<file path="config.mk">
export PLATFORM = sky130hd
export DESIGN_NAME = lookup_arbiter_flat
export DESIGN_NICKNAME = d
export VERILOG_FILES = /design/src/rtl/lookup_arbiter_if.sv /design/src/rtl/lookup_arbiter.sv /design/src/flat_wrapper.sv
export SDC_FILE = /design/constraint.sdc
export NUM_CORES = 1
export LEC_CHECK = 0
export CORE_ASPECT_RATIO = 1.75
export CORE_MARGIN = 2
export CORE_UTILIZATION = 56
export DETAILED_ROUTE_END_ITERATION = 10
export PLACE_DENSITY_LB_ADDON = 0.1
export REMOVE_ABC_BUFFERS = 1
export SLEW_MARGIN = 20
export SYNTH_ARGS = -nofsm -noshare
export SYNTH_HDL_FRONTEND = slang
export SYNTH_SLANG_ARGS = --single-unit
</file>
<file path="constraint.sdc">
create_clock -name i_clk -period 3.21 [get_ports i_clk]
set_input_delay 0.963 -clock i_clk [delete_from_list [all_inputs] [get_ports i_clk]]
set_output_delay 0.963 -clock i_clk [all_outputs]
set_load 0.02 [all_outputs]
</file>
<file path="src/rtl/lookup_arbiter_if.sv">
// Requester, lookup-engine and response signals of lookup_arbiter bundled as one interface.
// The slave modport is the arbiter's view. The master modport is the environment's view.
interface lookup_arbiter_if #(
   parameter int P_REQ_NUM = 4
);
   logic [P_REQ_NUM-1:0]    i_req_valid;
   logic [48*P_REQ_NUM-1:0] i_req_mac;
   logic [P_REQ_NUM-1:0]    o_req_ready;

   logic [47:0]             o_check_mac;
   logic [3:0]              o_check_id;
   logic                    o_check_valid;

   logic                    i_result_valid;
   logic [3:0]              i_check_id;
   logic [2:0]              i_outport;
   logic [1:0]              i_seek_flag;

   logic [P_REQ_NUM-1:0]    o_rsp_valid;
   logic [2:0]              o_rsp_outport;
   logic [1:0]              o_rsp_seek_flag;
   logic                    o_rsp_timeout;
   logic [15:0]             o_err_cnt;

   modport slave (
      input  i_req_valid, i_req_mac, i_result_valid, i_check_id, i_outport, i_seek_flag,
      output o_req_ready, o_check_mac, o_check_id, o_check_valid,
             o_rsp_valid, o_rsp_outport, o_rsp_seek_flag, o_rsp_timeout, o_err_cnt
   );

   modport master (
      output i_req_valid, i_req_mac, i_result_valid, i_check_id, i_outport, i_seek_flag,
      input  o_req_ready, o_check_mac, o_check_id, o_check_valid,
             o_rsp_valid, o_rsp_outport, o_rsp_seek_flag, o_rsp_timeout, o_err_cnt
   );
endinterface

</file>
<file path="src/rtl/lookup_arbiter.sv">
// Round-robin sharing of one MAC lookup port among P_REQ_NUM requesters.
// Results are routed back by tag, and lookups whose result never returns are timed out.
module lookup_arbiter #(
   parameter int P_REQ_NUM = 4,
   parameter int P_TIMEOUT = 16
) (
   input  logic             i_clk,
   input  logic             i_rst,
   lookup_arbiter_if.slave  bus
);
   typedef enum logic [1:0] {
      ST_IDLE = 2'd0,
      ST_PEND = 2'd1,
      ST_WAIT = 2'd2
   } state_t;

   state_t               state_q [P_REQ_NUM];
   state_t               state_d [P_REQ_NUM];
   logic [47:0]          mac_q   [P_REQ_NUM];
   logic [47:0]          mac_d   [P_REQ_NUM];
   logic [15:0]          tmr_q   [P_REQ_NUM];
   logic [15:0]          tmr_d   [P_REQ_NUM];

   logic [3:0]           ptr_q, ptr_d;
   logic                 check_valid_q, check_valid_d;
   logic [47:0]          check_mac_q, check_mac_d;
   logic [3:0]           check_id_q, check_id_d;
   logic [P_REQ_NUM-1:0] rsp_valid_q, rsp_valid_d;
   logic [2:0]           rsp_outport_q, rsp_outport_d;
   logic [1:0]           rsp_seek_q, rsp_seek_d;
   logic                 rsp_timeout_q, rsp_timeout_d;
   logic [15:0]          err_cnt_q, err_cnt_d;

   logic [P_REQ_NUM-1:0] ready_w;
   logic [47:0]          req_mac_w [P_REQ_NUM];
   logic [P_REQ_NUM-1:0] gnt_oh, res_oh, to_oh;
   logic                 gnt_found, res_hit, to_found;

   genvar gi;
   generate
      for (gi = 0; gi < P_REQ_NUM; gi++) begin : g_req
         assign ready_w[gi]   = (state_q[gi] == ST_IDLE);
         assign req_mac_w[gi] = bus.i_req_mac[48*gi +: 48];
      end
   endgenerate

   always_comb begin
      gnt_oh    = '0;
      gnt_found = 1'b0;
      res_oh    = '0;
      res_hit   = 1'b0;
      to_oh     = '0;
      to_found  = 1'b0;

      // Grant: the first PEND at or after the pointer, otherwise the first PEND from index 0.
      for (int k = 0; k < P_REQ_NUM; k++) begin
         if (!gnt_found && state_q[k] == ST_PEND && k >= int'(ptr_q)) begin
            gnt_oh[k] = 1'b1;
            gnt_found = 1'b1;
         end
      end
      for (int k = 0; k < P_REQ_NUM; k++) begin
         if (!gnt_found && state_q[k] == ST_PEND) begin
            gnt_oh[k] = 1'b1;
            gnt_found = 1'b1;
         end
      end

      for (int k = 0; k < P_REQ_NUM; k++) begin
         if (bus.i_result_valid && bus.i_check_id == 4'(k + 1) && state_q[k] == ST_WAIT) begin
            res_oh[k] = 1'b1;
            res_hit   = 1'b1;
         end
      end

      // When a result responds this cycle, any expiring timeout waits one cycle to keep rsp one-hot.
      for (int k = 0; k < P_REQ_NUM; k++) begin
         if (!res_hit && !to_found && state_q[k] == ST_WAIT &&
             tmr_q[k] == 16'(P_TIMEOUT - 1)) begin
            to_oh[k] = 1'b1;
            to_found = 1'b1;
         end
      end
   end

   always_comb begin
      ptr_d         = ptr_q;
      check_valid_d = 1'b0;
      check_mac_d   = check_mac_q;
      check_id_d    = check_id_q;
      rsp_valid_d   = '0;
      rsp_outport_d = rsp_outport_q;
      rsp_seek_d    = rsp_seek_q;
      rsp_timeout_d = rsp_timeout_q;
      err_cnt_d     = err_cnt_q;

      for (int k = 0; k < P_REQ_NUM; k++) begin
         state_d[k] = state_q[k];
         mac_d[k]   = mac_q[k];
         tmr_d[k]   = tmr_q[k];

         case (state_q[k])
            ST_IDLE: begin
               if (bus.i_req_valid[k]) begin
                  state_d[k] = ST_PEND;
                  mac_d[k]   = req_mac_w[k];
               end
            end
            ST_PEND: begin
               if (gnt_oh[k]) begin
                  state_d[k] = ST_WAIT;
                  tmr_d[k]   = 16'd0;
               end
            end
            ST_WAIT: begin
               if (res_oh[k] || to_oh[k]) begin
                  state_d[k] = ST_IDLE;
               end else if (tmr_q[k] != 16'(P_TIMEOUT - 1)) begin
                  tmr_d[k] = tmr_q[k] + 16'd1;
               end
            end
            default: state_d[k] = ST_IDLE;
         endcase

         if (gnt_oh[k]) begin
            check_valid_d = 1'b1;
            check_mac_d   = mac_q[k];
            check_id_d    = 4'(k + 1);
            ptr_d         = (k + 1 == P_REQ_NUM) ? 4'd0 : 4'(k + 1);
         end

         if (res_oh[k]) begin
            rsp_valid_d[k] = 1'b1;
            rsp_outport_d  = bus.i_outport;
            rsp_seek_d     = bus.i_seek_flag;
            rsp_timeout_d  = 1'b0;
         end else if (to_oh[k]) begin
            rsp_valid_d[k] = 1'b1;
            rsp_outport_d  = 3'd0;
            rsp_seek_d     = 2'd0;
            rsp_timeout_d  = 1'b1;
         end
      end

      if (bus.i_result_valid && !res_hit && err_cnt_q != 16'hFFFF) begin
         err_cnt_d = err_cnt_q + 16'd1;
      end
   end

   always_ff @(posedge i_clk) begin
      if (i_rst) begin
         for (int k = 0; k < P_REQ_NUM; k++) begin
            state_q[k] <= ST_IDLE;
            mac_q[k]   <= '0;
            tmr_q[k]   <= '0;
         end
         ptr_q         <= '0;
         check_valid_q <= 1'b0;
         check_mac_q   <= '0;
         check_id_q    <= '0;
         rsp_valid_q   <= '0;
         rsp_outport_q <= '0;
         rsp_seek_q    <= '0;
         rsp_timeout_q <= 1'b0;
         err_cnt_q     <= '0;
      end else begin
         for (int k = 0; k < P_REQ_NUM; k++) begin
            state_q[k] <= state_d[k];
            mac_q[k]   <= mac_d[k];
            tmr_q[k]   <= tmr_d[k];
         end
         ptr_q         <= ptr_d;
         check_valid_q <= check_valid_d;
         check_mac_q   <= check_mac_d;
         check_id_q    <= check_id_d;
         rsp_valid_q   <= rsp_valid_d;
         rsp_outport_q <= rsp_outport_d;
         rsp_seek_q    <= rsp_seek_d;
         rsp_timeout_q <= rsp_timeout_d;
         err_cnt_q     <= err_cnt_d;
      end
   end

   assign bus.o_req_ready     = ready_w;
   assign bus.o_check_valid   = check_valid_q;
   assign bus.o_check_mac     = check_mac_q;
   assign bus.o_check_id      = check_id_q;
   assign bus.o_rsp_valid     = rsp_valid_q;
   assign bus.o_rsp_outport   = rsp_outport_q;
   assign bus.o_rsp_seek_flag = rsp_seek_q;
   assign bus.o_rsp_timeout   = rsp_timeout_q;
   assign bus.o_err_cnt       = err_cnt_q;
endmodule

</file>
<file path="src/flat_wrapper.sv">
// flat-port wrapper written by rule: the top's interface ports become plain ports
module lookup_arbiter_flat 
#(
   parameter int P_REQ_NUM = 4,
   parameter int P_TIMEOUT = 16
)
  (i_clk, i_rst, bus_i_req_valid, bus_i_req_mac, bus_i_result_valid, bus_i_check_id, bus_i_outport, bus_i_seek_flag, bus_o_req_ready, bus_o_check_mac, bus_o_check_id, bus_o_check_valid, bus_o_rsp_valid, bus_o_rsp_outport, bus_o_rsp_seek_flag, bus_o_rsp_timeout, bus_o_err_cnt);
  lookup_arbiter_if #(.P_REQ_NUM(P_REQ_NUM)) bus_i ();
  input  logic i_clk;
  input  logic i_rst;
  input wire logic [$bits(bus_i.i_req_valid)-1:0] bus_i_req_valid;
  input wire logic [$bits(bus_i.i_req_mac)-1:0] bus_i_req_mac;
  input wire logic [$bits(bus_i.i_result_valid)-1:0] bus_i_result_valid;
  input wire logic [$bits(bus_i.i_check_id)-1:0] bus_i_check_id;
  input wire logic [$bits(bus_i.i_outport)-1:0] bus_i_outport;
  input wire logic [$bits(bus_i.i_seek_flag)-1:0] bus_i_seek_flag;
  output wire logic [$bits(bus_i.o_req_ready)-1:0] bus_o_req_ready;
  output wire logic [$bits(bus_i.o_check_mac)-1:0] bus_o_check_mac;
  output wire logic [$bits(bus_i.o_check_id)-1:0] bus_o_check_id;
  output wire logic [$bits(bus_i.o_check_valid)-1:0] bus_o_check_valid;
  output wire logic [$bits(bus_i.o_rsp_valid)-1:0] bus_o_rsp_valid;
  output wire logic [$bits(bus_i.o_rsp_outport)-1:0] bus_o_rsp_outport;
  output wire logic [$bits(bus_i.o_rsp_seek_flag)-1:0] bus_o_rsp_seek_flag;
  output wire logic [$bits(bus_i.o_rsp_timeout)-1:0] bus_o_rsp_timeout;
  output wire logic [$bits(bus_i.o_err_cnt)-1:0] bus_o_err_cnt;
  assign bus_i.i_req_valid = bus_i_req_valid;
  assign bus_i.i_req_mac = bus_i_req_mac;
  assign bus_i.i_result_valid = bus_i_result_valid;
  assign bus_i.i_check_id = bus_i_check_id;
  assign bus_i.i_outport = bus_i_outport;
  assign bus_i.i_seek_flag = bus_i_seek_flag;
  assign bus_o_req_ready = bus_i.o_req_ready;
  assign bus_o_check_mac = bus_i.o_check_mac;
  assign bus_o_check_id = bus_i.o_check_id;
  assign bus_o_check_valid = bus_i.o_check_valid;
  assign bus_o_rsp_valid = bus_i.o_rsp_valid;
  assign bus_o_rsp_outport = bus_i.o_rsp_outport;
  assign bus_o_rsp_seek_flag = bus_i.o_rsp_seek_flag;
  assign bus_o_rsp_timeout = bus_i.o_rsp_timeout;
  assign bus_o_err_cnt = bus_i.o_err_cnt;
  lookup_arbiter #(.P_REQ_NUM(P_REQ_NUM), .P_TIMEOUT(P_TIMEOUT)) u_core (.i_clk(i_clk), .i_rst(i_rst), .bus(bus_i));
endmodule
</file>
==> results of run 1 <==
[per-layer routing]
layer,wire length [um],vias to the layer above
met5,0,-
met4,2699,0
met3,3832,158
met2,24740,726
met1,16650,7183
li1,-,6949
[final cells by class]
type	instances	share of cell area, %
multi-input cells	1318	38.66
clock inverters	18	1.341
clock buffers	39	4.443
well taps	320	2.103
diodes	3	0.03943
repair buffers	324	17.24
flip-flops and latches	342	35.96
inverters	11	0.2169
[cells in the mapped netlist (6+ instances only)]
cell / count / area [um^2]
xor2_1: 6 / 52.55
o41ai_1: 8 / 70.07
a22oi_1: 49 / 367.9
buf_4: 8 / 60.06
nor3_1: 12 / 60.06
buf_2: 24 / 120.1
o21ai_1: 34 / 170.2
dfxtp_1: 342 / 6847
clkbuf_1: 85 / 319.1
o21ai_0: 32 / 160.2
a221oi_1: 22 / 192.7
and2_1: 20 / 125.1
and3_1: 23 / 143.9
nor4_1: 13 / 81.33
nand2b_1: 23 / 143.9
nand4_1: 23 / 143.9
nand2_1: 448 / 1682
and4_1: 8 / 70.07
a21oi_1: 288 / 1441
or3_1: 13 / 81.33
nand3_1: 31 / 155.2
nor2_1: 40 / 150.1
a211oi_1: 13 / 97.59
inv_1: 10 / 37.54
mux2i_1: 15 / 150.1
o31ai_1: 18 / 135.1
buf_1: 13 / 48.80
o211ai_1: 14 / 105.1
or4_1: 30 / 225.2
o221ai_1: 38 / 332.8
[worst max-delay path, cell delays in order (launching register included)]
cell,delay (ns)
dfxtp_1,0.43
nor2_1,0.31
clkdlybuf4s50_1,0.67
[flip-flops by register name, summed over array words and instances (netlist names)]
signal	cells
u_core.bus.o_err_cnt	16
u_core.bus.o_rsp_timeout	1
u_core.bus.o_rsp_valid	4
u_core.ptr_q	2
u_core.state_q	8
u_core.bus.o_check_valid	1
u_core.mac_q	192
u_core.bus.o_rsp_seek_flag	2
u_core.bus.o_rsp_outport	3
u_core.bus.o_check_id	1
u_core.tmr_q	64
u_core.bus.o_check_mac	48
[worst max-delay path by stage]
stage / slack (ns) / startpoint / end / depth (start not counted)
3_3_place_gp: 0.12 / bus_i_check_id[2] / u_core.bus.o_err_cnt[12]$_SDFFE_PP0P_ / 7
2_1_floorplan: 0.24 / u_core.ptr_q[1]$_SDFFE_PP0P_ / u_core.tmr_q[0][10]$_SDFFE_PP0P_ / 4
3_5_place_dp: 0.07 / bus_i_check_id[2] / u_core.bus.o_err_cnt[12]$_SDFFE_PP0P_ / 7
4_1_cts: 0.27 / u_core.state_q[0][7]$_SDFFE_PP0P_ / bus_o_req_ready[3] / 2
6_report: 0.27 / u_core.state_q[0][1]$_SDFFE_PP0P_ / bus_o_req_ready[0] / 2
5_1_grt: 0.22 / u_core.state_q[0][1]$_SDFFE_PP0P_ / bus_o_req_ready[0] / 2
[kinds of logic after synthesis]
logic type / synth area share, %
multiplexers: 1.167
XOR/XNOR: 0.3551
other: 0.02534
AND/OR/NAND/NOR: 23.27
adder cells (fa/ha/maj): 0.4227
buffers and inverters: 4.363
flip-flops: 46.26
AO/OA/AOI/OAI: 24.14
[report_power, final]
group	total, mW	internal (mW)	switching (mW)
combinational	3.78	1.41	2.37
clock	4.02	2.35	1.67
sequential	5.13	4.75	0.375
total	12.9	8.51	4.41
[stage by stage]
stage	area, um^2	cells
after floorplan	14190	1671
after global placement	17930	2315
after detailed placement	17930	2315
after CTS	19030	2372
after global routing	19040	2375
final	19040	2375
==> metrics.md, run 1 <==
| Metric | Value |
|---|---|
| Fin crit period | `2.943 ns` |
| Asr flop ratio synth | `0%` |
| Sequential area share after synthesis | `46.26%` |
| Hold Path Class | `register to register` |
| HPWL Detailed | `31300 um` |
| Global-route wire length before repair | `74450 um` |
| Fraction of layout cells with a size suffix above 1 | `6.530%` |
| Final setup fails | `0` |
| Hold Path Origin | `u_core.mac_q[0][8]$_SDFFE_PP0P_` |
| Die Y | `219.1 um` |
| RSZ-0062 raised after global routing | `false` |
| Setup WS post-layout | `0.2675 ns` |
| Worst hold path endpoint | `u_core.mac_q[0][8]$_SDFFE_PP0P_` |
| Power Density | `679.0 nW/um^2` |
| 1st-iter DRT viols | `1204` |
| Tot Pwr | `12.93 mW` |
| CTS sink cnt | `342` |
| Die X | `126.9 um` |
| Htree depth | `1` |
| Hold Slack | `0.4522 ns` |
| Static leakage | `6.664 nW` |
| Vias | `15016` |
| GPL Wtd Cong | `0.9317` |
| Total track usage | `33.18%` |
| TritonCTS Buffers | `31` |
| Final-report max-slew violation count | `0` |
| Most frequent cells in the layout | `nand2_1, dfxtp_1, a21oi_1, clkdlybuf4s50_1, a22oi_1` |
| Synth warnings | `0` |
| M3 GR Usage | `5.461%` |
| Antenna viol nets, final | `0` |
| IO Count | `291` |
| CTS tree | `built` |
| Crit Path Category | `register to output port` |
| Fillers | `2084` |
| Critical R2R Capture | `u_core.bus.o_check_mac[0]$_SDFFE_PP0P_` |
| Cell variety after synth | `77` |
| Number of synthesized flops with an enable pin | `0` |
| Busiest grt layer | `met2` |
| Crit Reg-Reg Startpoint | `u_core.state_q[0][7]$_SDFFE_PP0P_` |
| Fmax | `0.3398 GHz` |
| Area Overhead vs Synth | `28.64%` |
| Utilization after layout | `73.34%` |
| FF+latch area | `6847 um^2` |
| Largest net degree at the start of global routing | `57` |
| Clock Skew | `0.01896 ns` |
| Core area | `25960 um^2` |
| Avg Inst Size Synth | `8.194 um^2` |
| Initial cell density of the core | `57.01%` |
| Setup Fix Bufs, Post-CTS | `0` |
| Grt total ovfl | `0` |
| Hold Vio Cnt, Final | `0` |
| Worst rel slew slack | `27.90%` |
| Initial antenna violation count | `3` |
| Port Buffers | `289` |
| Top_reg_cell synth | `dfxtp_1` |
| Worst EP arrival | `1.98 ns` |
| Met2 Use GR | `60.30%` |
| Actual slew at the worst max-slew pin | `1.081 ns` |
| Run status | `complete, no violations` |
| Dpl ws | `0.06830 ns` |
| Vias per cell | `6.323` |
| DRC | `0` |
| Mapped Area | `14800 um^2` |
| M1 GR Usage | `35.83%` |
| Req. time, crit path | `2.25 ns` |
| Root Buffer | `clkbuf_16` |
| Final TNS setup | `0 ns` |
| R2r worst-path depth | `5` |
| R2R Setup Slk | `0.54 ns` |
| Startpoint types | `register` |
| Maxcap violations | `0` |
| Crit share post-route | `91.67%` |
| Final #Nets | `2241` |
| Cells after Synth | `1806` |
| Seq cells post-synth | `342` |
| Max VDD drop | `0.0005318 V` |
| Footprint of the multi-input gates | `7360 um^2` |
| CTS Hold Bufs | `0` |
| Standard-cell rows | `78` |
| Crit path capture type | `output port` |
| Vias in the first global route | `14846` |
| Final WL | `47920 um` |
| Clock slew at the register clock pins of the worst setup and hold paths | `0.07 ns` |
| Worst hold path cell count | `2` |
| Clock Tree Buf Depth | `3` |
| Avg WL per Cell | `20.18 um` |
| Worst-skew pair later-pin latency | `0.59 ns` |
| Post_cts resized | `0` |
| First-pass detailed-route iteration total | `5` |
| Worst-path fanout max | `8` |
| Full die area | `27790 um^2` |
| Most common cell after layout, fill and taps aside | `nand2_1` |
Note: power is estimated with default switching activity, not from simulation.
==> run 2: changes to the inputs <==
--- a/config.mk
+++ b/config.mk
@@ -7,7 +7,7 @@
 export LEC_CHECK = 0
 export CORE_ASPECT_RATIO = 1.75
 export CORE_MARGIN = 2
-export CORE_UTILIZATION = 56
+export CORE_UTILIZATION = 29
 export DETAILED_ROUTE_END_ITERATION = 10
 export PLACE_DENSITY_LB_ADDON = 0.1
 export REMOVE_ABC_BUFFERS = 1
==> run 2 against run 1 <==
  * First-iteration DRC count fell by 33%
  * Wire length is 18% higher
  * Critical path depth is the same
  * Largest power group unchanged
==> metrics.md, run 2 (synthesis results as in run 1) <==
| Metric | Value |
|---|---|
| Placed cells | `2677` |
| Worst EP arrival | `2.13 ns` |
| Grt total ovfl | `0` |
| Die X | `174.8 um` |
| Critical path's largest stage delay | `0.72 ns` |
| Post_cts resized | `0` |
| Final #Nets | `2264` |
| Hold Path Class | `register to register` |
| Standard-cell rows | `109` |
| Tot Pwr | `13.37 mW` |
| Clock Tree Buf Depth | `3` |
| TritonCTS Buffers | `38` |
| Setup WS post-layout | `0.1213 ns` |
| Worst-skew pair later-pin latency | `0.54 ns` |
| Clock slew at the register clock pins of the worst setup and hold paths | `0.06 ns` |
| IO Count | `291` |
| FF+latch area | `6847 um^2` |
| Final std cells w/o fill | `2745` |
| Vias per cell | `5.295` |
| DRC | `0` |
| Area after DPL | `18460 um^2` |
| Crit Reg-Reg Startpoint | `u_core.ptr_q[1]$_SDFFE_PP0P_` |
| Crit share post-route | `96.22%` |
| Most flops, register | `u_core.mac_q` |
| GPL Wtd Cong | `0.7925` |
| Final-report max-slew violation count | `0` |
| Area Overhead vs Synth | `32.91%` |
| Fraction of layout cells with a size suffix above 1 | `7.466%` |
| Power Density | `679.5 nW/um^2` |
| Avg WL per Cell | `20.54 um` |
| Number of flip-flops in the largest register | `192` |
| Max VDD drop | `0.0003582 V` |
| Hold Slack | `0.4495 ns` |
| Final setup fails | `0` |
| Slowest cell on crit path | `clkdlybuf4s50_1` |
| Worst rel slew slack | `48.21%` |
| Maxcap violations | `0` |
| Global-route wire length before repair | `85520 um` |
| Hold Vio Cnt, Final | `0` |
| Vias in the first global route | `14681` |
| Setup Fix Bufs, Post-CTS | `0` |
| Vias | `14536` |
| Full die area | `52930 um^2` |
| Final WL | `56400 um` |
| Most frequent cells in the layout | `nand2_1, dfxtp_1, a21oi_1, clkdlybuf4s50_1, a22oi_1` |
| Antenna viol nets, final | `0` |
| Worst-path fanout max | `7` |
| Final TNS setup | `0 ns` |
| Fillers | `5295` |
| Root Buffer | `clkbuf_16` |
| CTS sink cnt | `342` |
| Utilization after layout | `38.98%` |
| Fin crit period | `3.089 ns` |
| Crit Path Category | `register to output port` |
| Fmax | `0.3238 GHz` |
| RSZ-0062 raised after global routing | `false` |
| CTS tree | `built` |
| 1st-iter DRT viols | `802` |
| Dpl ws | `0.05951 ns` |
| Req. time, crit path | `2.25 ns` |
| Footprint of the multi-input gates | `7362 um^2` |
| Static leakage | `6.788 nW` |
| Hold Path Origin | `u_core.mac_q[0][37]$_SDFFE_PP0P_` |
| Htree depth | `2` |
| Initial cell density of the core | `29.33%` |
| Clock Skew | `0.02108 ns` |
| First-pass detailed-route iteration total | `5` |
| Initial antenna violation count | `8` |
| Startpoint types | `register` |
| Most common cell after layout, fill and taps aside | `nand2_1` |
| CTS Hold Bufs | `0` |
| Crit path capture type | `output port` |
| Port Buffers | `289` |
| Core area | `50460 um^2` |
| HPWL Detailed | `38050 um` |
| Run status | `complete, no violations` |
| Die Y | `302.8 um` |
| Critical-path cell list | `nor2_1, clkdlybuf4s50_1` |
| Largest net degree at the start of global routing | `156` |
| Total track usage | `20.72%` |
| Post-route cell area | `19670 um^2` |
| Actual slew at the worst max-slew pin | `0.7769 ns` |
| Worst Setup SP | `u_core.state_q[0][5]$_SDFFE_PP0P_` |
-- run 2: cell count changes in the layout (fill, tap and decap cells not counted) --
cell	before	now
buf_4	25	43
clkbuf_16	31	39
bufinv_16	6	1
clkbuf_8	4	9
clkbuf_1	4	8
buf_12	10	8
buf_6	1	0
clkinv_2	7	6
clkinv_4	1	0
clkinvlp_4	3	2
nor2_1	39	38
nor2_2	3	4
-- run 2: final cells by class --
type,instances,area share (%)
Multi-Input combinational cell,1318,37.43
Clock inverter,10,0.4262
Inverter,11,0.2099
Tap cell,666,4.236
Sequential cell,342,34.81
Timing Repair Buffer,340,17.18
Clock buffer,55,5.674
Antenna cell,3,0.03817
-- run 2: worst paths after layout --
check | cells after the start | end | slack, ns
worst max-delay path | 2 | bus_o_req_ready[2] | 0.12
worst min register to register | 2 | u_core.mac_q[0][37]$_SDFFE_PP0P_ | 0.45
worst min-delay path | 2 | u_core.mac_q[0][37]$_SDFFE_PP0P_ | 0.45
worst max register to register | 6 | u_core.bus.o_check_mac[45]$_SDFFE_PP0P_ | 0.75
-- run 2: critical path: cells and delay by family, from the launching register on --
kind          cells  cell delay (ns)
simple gates      1             0.49
flops             1             0.39
buf+inv           1             0.72
-- run 2: power breakdown --
group          internal, mW  total (mW)  switching, mW
registers              4.76        5.11          0.360
logic                  1.47        3.94           2.47
clock network          2.49        4.31           1.82
total                  8.71        13.4           4.65
-- run 2: per-layer routing --
| layer | wire length (um) | GRT usage, % | vias up | share of wire, % |
|---|---|---|---|---|
| met5 | 77 | 0 | - | 0.14 |
| met4 | 1663 | 7.222 | 10 | 2.9 |
| met3 | 3194 | 3.922 | 92 | 5.7 |
| met2 | 28520 | 37.64 | 423 | 51 |
| met1 | 22940 | 24.23 | 7008 | 41 |
| li1 | - | - | 7003 | - |
==> run 3: changes to the inputs <==
--- a/config.mk
+++ b/config.mk
@@ -8,6 +8,7 @@
 export CORE_ASPECT_RATIO = 1.75
 export CORE_MARGIN = 2
 export CORE_UTILIZATION = 29
+export CTS_CLUSTER_DIAMETER = 60
 export DETAILED_ROUTE_END_ITERATION = 10
 export PLACE_DENSITY_LB_ADDON = 0.1
 export REMOVE_ABC_BUFFERS = 1
==> constraint.sdc (replaced) <==
create_clock -name i_clk -period 3.1 [get_ports i_clk]
set_input_delay 0.93 -clock i_clk [delete_from_list [all_inputs] [get_ports i_clk]]
set_output_delay 0.93 -clock i_clk [all_outputs]
set_load 0.02 [all_outputs]
==> run 3 against run 2 <==
  * Clock power rose by 7.0%
  * Register-to-register slack lost 0.21 ns
  * Cell area increased by 0.76%
  * First-iteration DRC count down 9.1%
  * Sequential share of layout area is 0.26 points lower
  * Flip-flop and latch count stayed put
  * Clock skew is 0.0038 ns lower
  * Global-route usage is 0.31 points lower
  * Sequential power grew 4%
  * Power rose by 5.0%
  * Worst hold slack better by 0.0020 ns
  * Critical endpoint is now bus_o_req_ready[0]
  * Largest power group unchanged
==> metrics.md, run 3 (synthesis results as in run 1) <==
| Metric | Value |
|---|---|
| Largest net degree at the start of global routing | `96` |
| Clock Tree Buf Depth | `3` |
| Worst rel slew slack | `47.62%` |
| Max VDD drop | `0.0003619 V` |
| Power Density | `708.0 nW/um^2` |
| Final #Nets | `2264` |
| Area after DPL | `18560 um^2` |
| Maxcap violations | `0` |
| Standard-cell rows | `109` |
| Vias in the first global route | `14418` |
| Antenna viol nets, final | `0` |
| Clock Skew | `0.01724 ns` |
| Initial cell density of the core | `29.33%` |
| Req. time, crit path | `2.17 ns` |
| Full die area | `52930 um^2` |
| Actual slew at the worst max-slew pin | `0.7858 ns` |
| Initial antenna violation count | `10` |
| Crit Path Category | `register to output port` |
| Final TNS setup | `0 ns` |
| Worst-skew pair later-pin latency | `0.53 ns` |
| Static leakage | `6.856 nW` |
| Vias | `14389` |
| Run status | `complete, no violations` |
| Fin crit period | `2.907 ns` |
| Worst-path fanout max | `8` |
| Final setup fails | `0` |
| Global-route wire length before repair | `83870 um` |
| Vias per cell | `5.248` |
| CTS tree | `built` |
| Die Y | `302.8 um` |
| Hold Path Origin | `u_core.mac_q[0][7]$_SDFFE_PP0P_` |
| DRC | `0` |
| GPL Wtd Cong | `0.7907` |
| Switching part of the total | `34.17%` |
| Psw | `4.795 mW` |
| Worst EP arrival | `1.98 ns` |
| Most frequent cells in the layout | `nand2_1, dfxtp_1, a21oi_1, clkdlybuf4s50_1, a22oi_1` |
| Most flops, register | `u_core.mac_q` |
| 1st-iter DRT viols | `729` |
| Crit path capture type | `output port` |
| Post-route cell area | `19820 um^2` |
| Startpoint types | `register` |
| CTS Hold Bufs | `0` |
| Root Buffer | `clkbuf_16` |
| R2r worst-path depth | `6` |
| Worst hold path cell count | `2` |
| IO Count | `291` |
| Clock slew at the register clock pins of the worst setup and hold paths | `0.06 ns` |
| Total track usage | `20.41%` |
| Final WL | `56190 um` |
| Number of flip-flops in the largest register | `192` |
| RSZ-0062 raised after global routing | `false` |
| Avg WL per Cell | `20.49 um` |
| Fmax | `0.3440 GHz` |
| R2R Setup Slk | `0.54 ns` |
| Critical R2R Capture | `u_core.bus.o_check_mac[15]$_SDFFE_PP0P_` |
| TritonCTS Buffers | `38` |
| Clock Power Share | `32.8%` |
| Core area | `50460 um^2` |
| Crit Reg-Reg Startpoint | `u_core.state_q[0][1]$_SDFFE_PP0P_` |
| Hold Path Class | `register to register` |
| Port Buffers | `289` |
| First-pass detailed-route iteration total | `5` |
| Most common cell after layout, fill and taps aside | `nand2_1` |
| Final-report max-slew violation count | `0` |
| Htree depth | `2` |
| Comb pwr share | `29.5%` |
| Worst hold path endpoint | `u_core.mac_q[0][7]$_SDFFE_PP0P_` |
| Crit share post-route | `93.76%` |
| Fillers | `5189` |
| Grt total ovfl | `0` |
| Flop pwr share | `37.7%` |
| Fraction of layout cells with a size suffix above 1 | `7.481%` |
| Area Overhead vs Synth | `33.92%` |
| Power Internal | `9.237 mW` |
| CTS sink cnt | `342` |
| HPWL Detailed | `37490 um` |
| Hold Vio Cnt, Final | `0` |
| Die X | `174.8 um` |
| Setup Fix Bufs, Post-CTS | `0` |
-- run 3: cell type report --
class	count	area, um^2	area share [%]
flip-flops and latches	342	6847	34.55
multi-input cells	1318	7362	37.15
clock buffers	52	1115	5.625
well taps	666	833.3	4.205
clock inverters	9	131.4	0.6629
inverters	11	41.29	0.2083
diodes	4	10.01	0.05051
repair buffers	340	3480	17.56
-- run 3: critical path, stage by stage (launching register included) --
cell and delay, ns:
dfxtp_1 0.45, nor2_2 0.34, clkdlybuf4s50_1 0.67
-- run 3: how the worst max path moves through the flow --
stage,startpoint,endpoint,slack [ns],cells after the start
after global routing,u_core.state_q[0][1]$_SDFFE_PP0P_,bus_o_req_ready[0],0.12,2
after detailed placement,bus_i_check_id[1],u_core.bus.o_err_cnt[13]$_SDFFE_PP0P_,0.05,9
after CTS,u_core.state_q[0][1]$_SDFFE_PP0P_,bus_o_req_ready[0],0.04,2
after floorplan,u_core.ptr_q[1]$_SDFFE_PP0P_,u_core.tmr_q[0][10]$_SDFFE_PP0P_,0.13,4
after global placement,bus_i_check_id[1],u_core.bus.o_err_cnt[15]$_SDFFE_PP0P_,0.10,7
final,u_core.state_q[0][1]$_SDFFE_PP0P_,bus_o_req_ready[0],0.19,2
-- run 3: repair_timing --
item / 4_1_cts / 5_1_grt
resized for setup: 0 / 1
endpoints found under the setup margin: 0 / 1
endpoints found under the hold margin: 0 / 0
-- run 3: power groups by stage --
stage               Sequential, mW  Combinational, mW  Clock, mW
floorplan                     5.55               1.77          0
global placement              5.36               4.15          0
detailed placement            5.37               4.18          0
CTS                           5.28               4.19       4.77
global route                  5.34               4.48       4.91
finish                        5.29               4.14       4.61
-- run 3: per-layer routing --
metal | global-route usage [%] | vias up | part of all wire [%]
li1 | - | 6984 | -
met1 | 23.29 | 6843 | 40
met2 | 37.60 | 453 | 51
met3 | 3.747 | 97 | 5.9
met4 | 7.718 | 12 | 3.2
met5 | 0 | - | 0.15
-- run 3: through the flow --
stage,hold slack [ns],instances,total power [mW],worst slack [ns],utilization [%]
global route,0.4694,2742,14.72,0.1209,39.28
CTS,0.4540,2738,14.24,0.03737,39.25
detailed placement,0.4460,2677,9.554,0.05475,36.78
global placement,0.4397,2677,9.520,0.1021,36.78
floorplan,0.4271,1671,7.320,0.1349,-
finish,0.4515,2742,14.03,0.1934,39.28
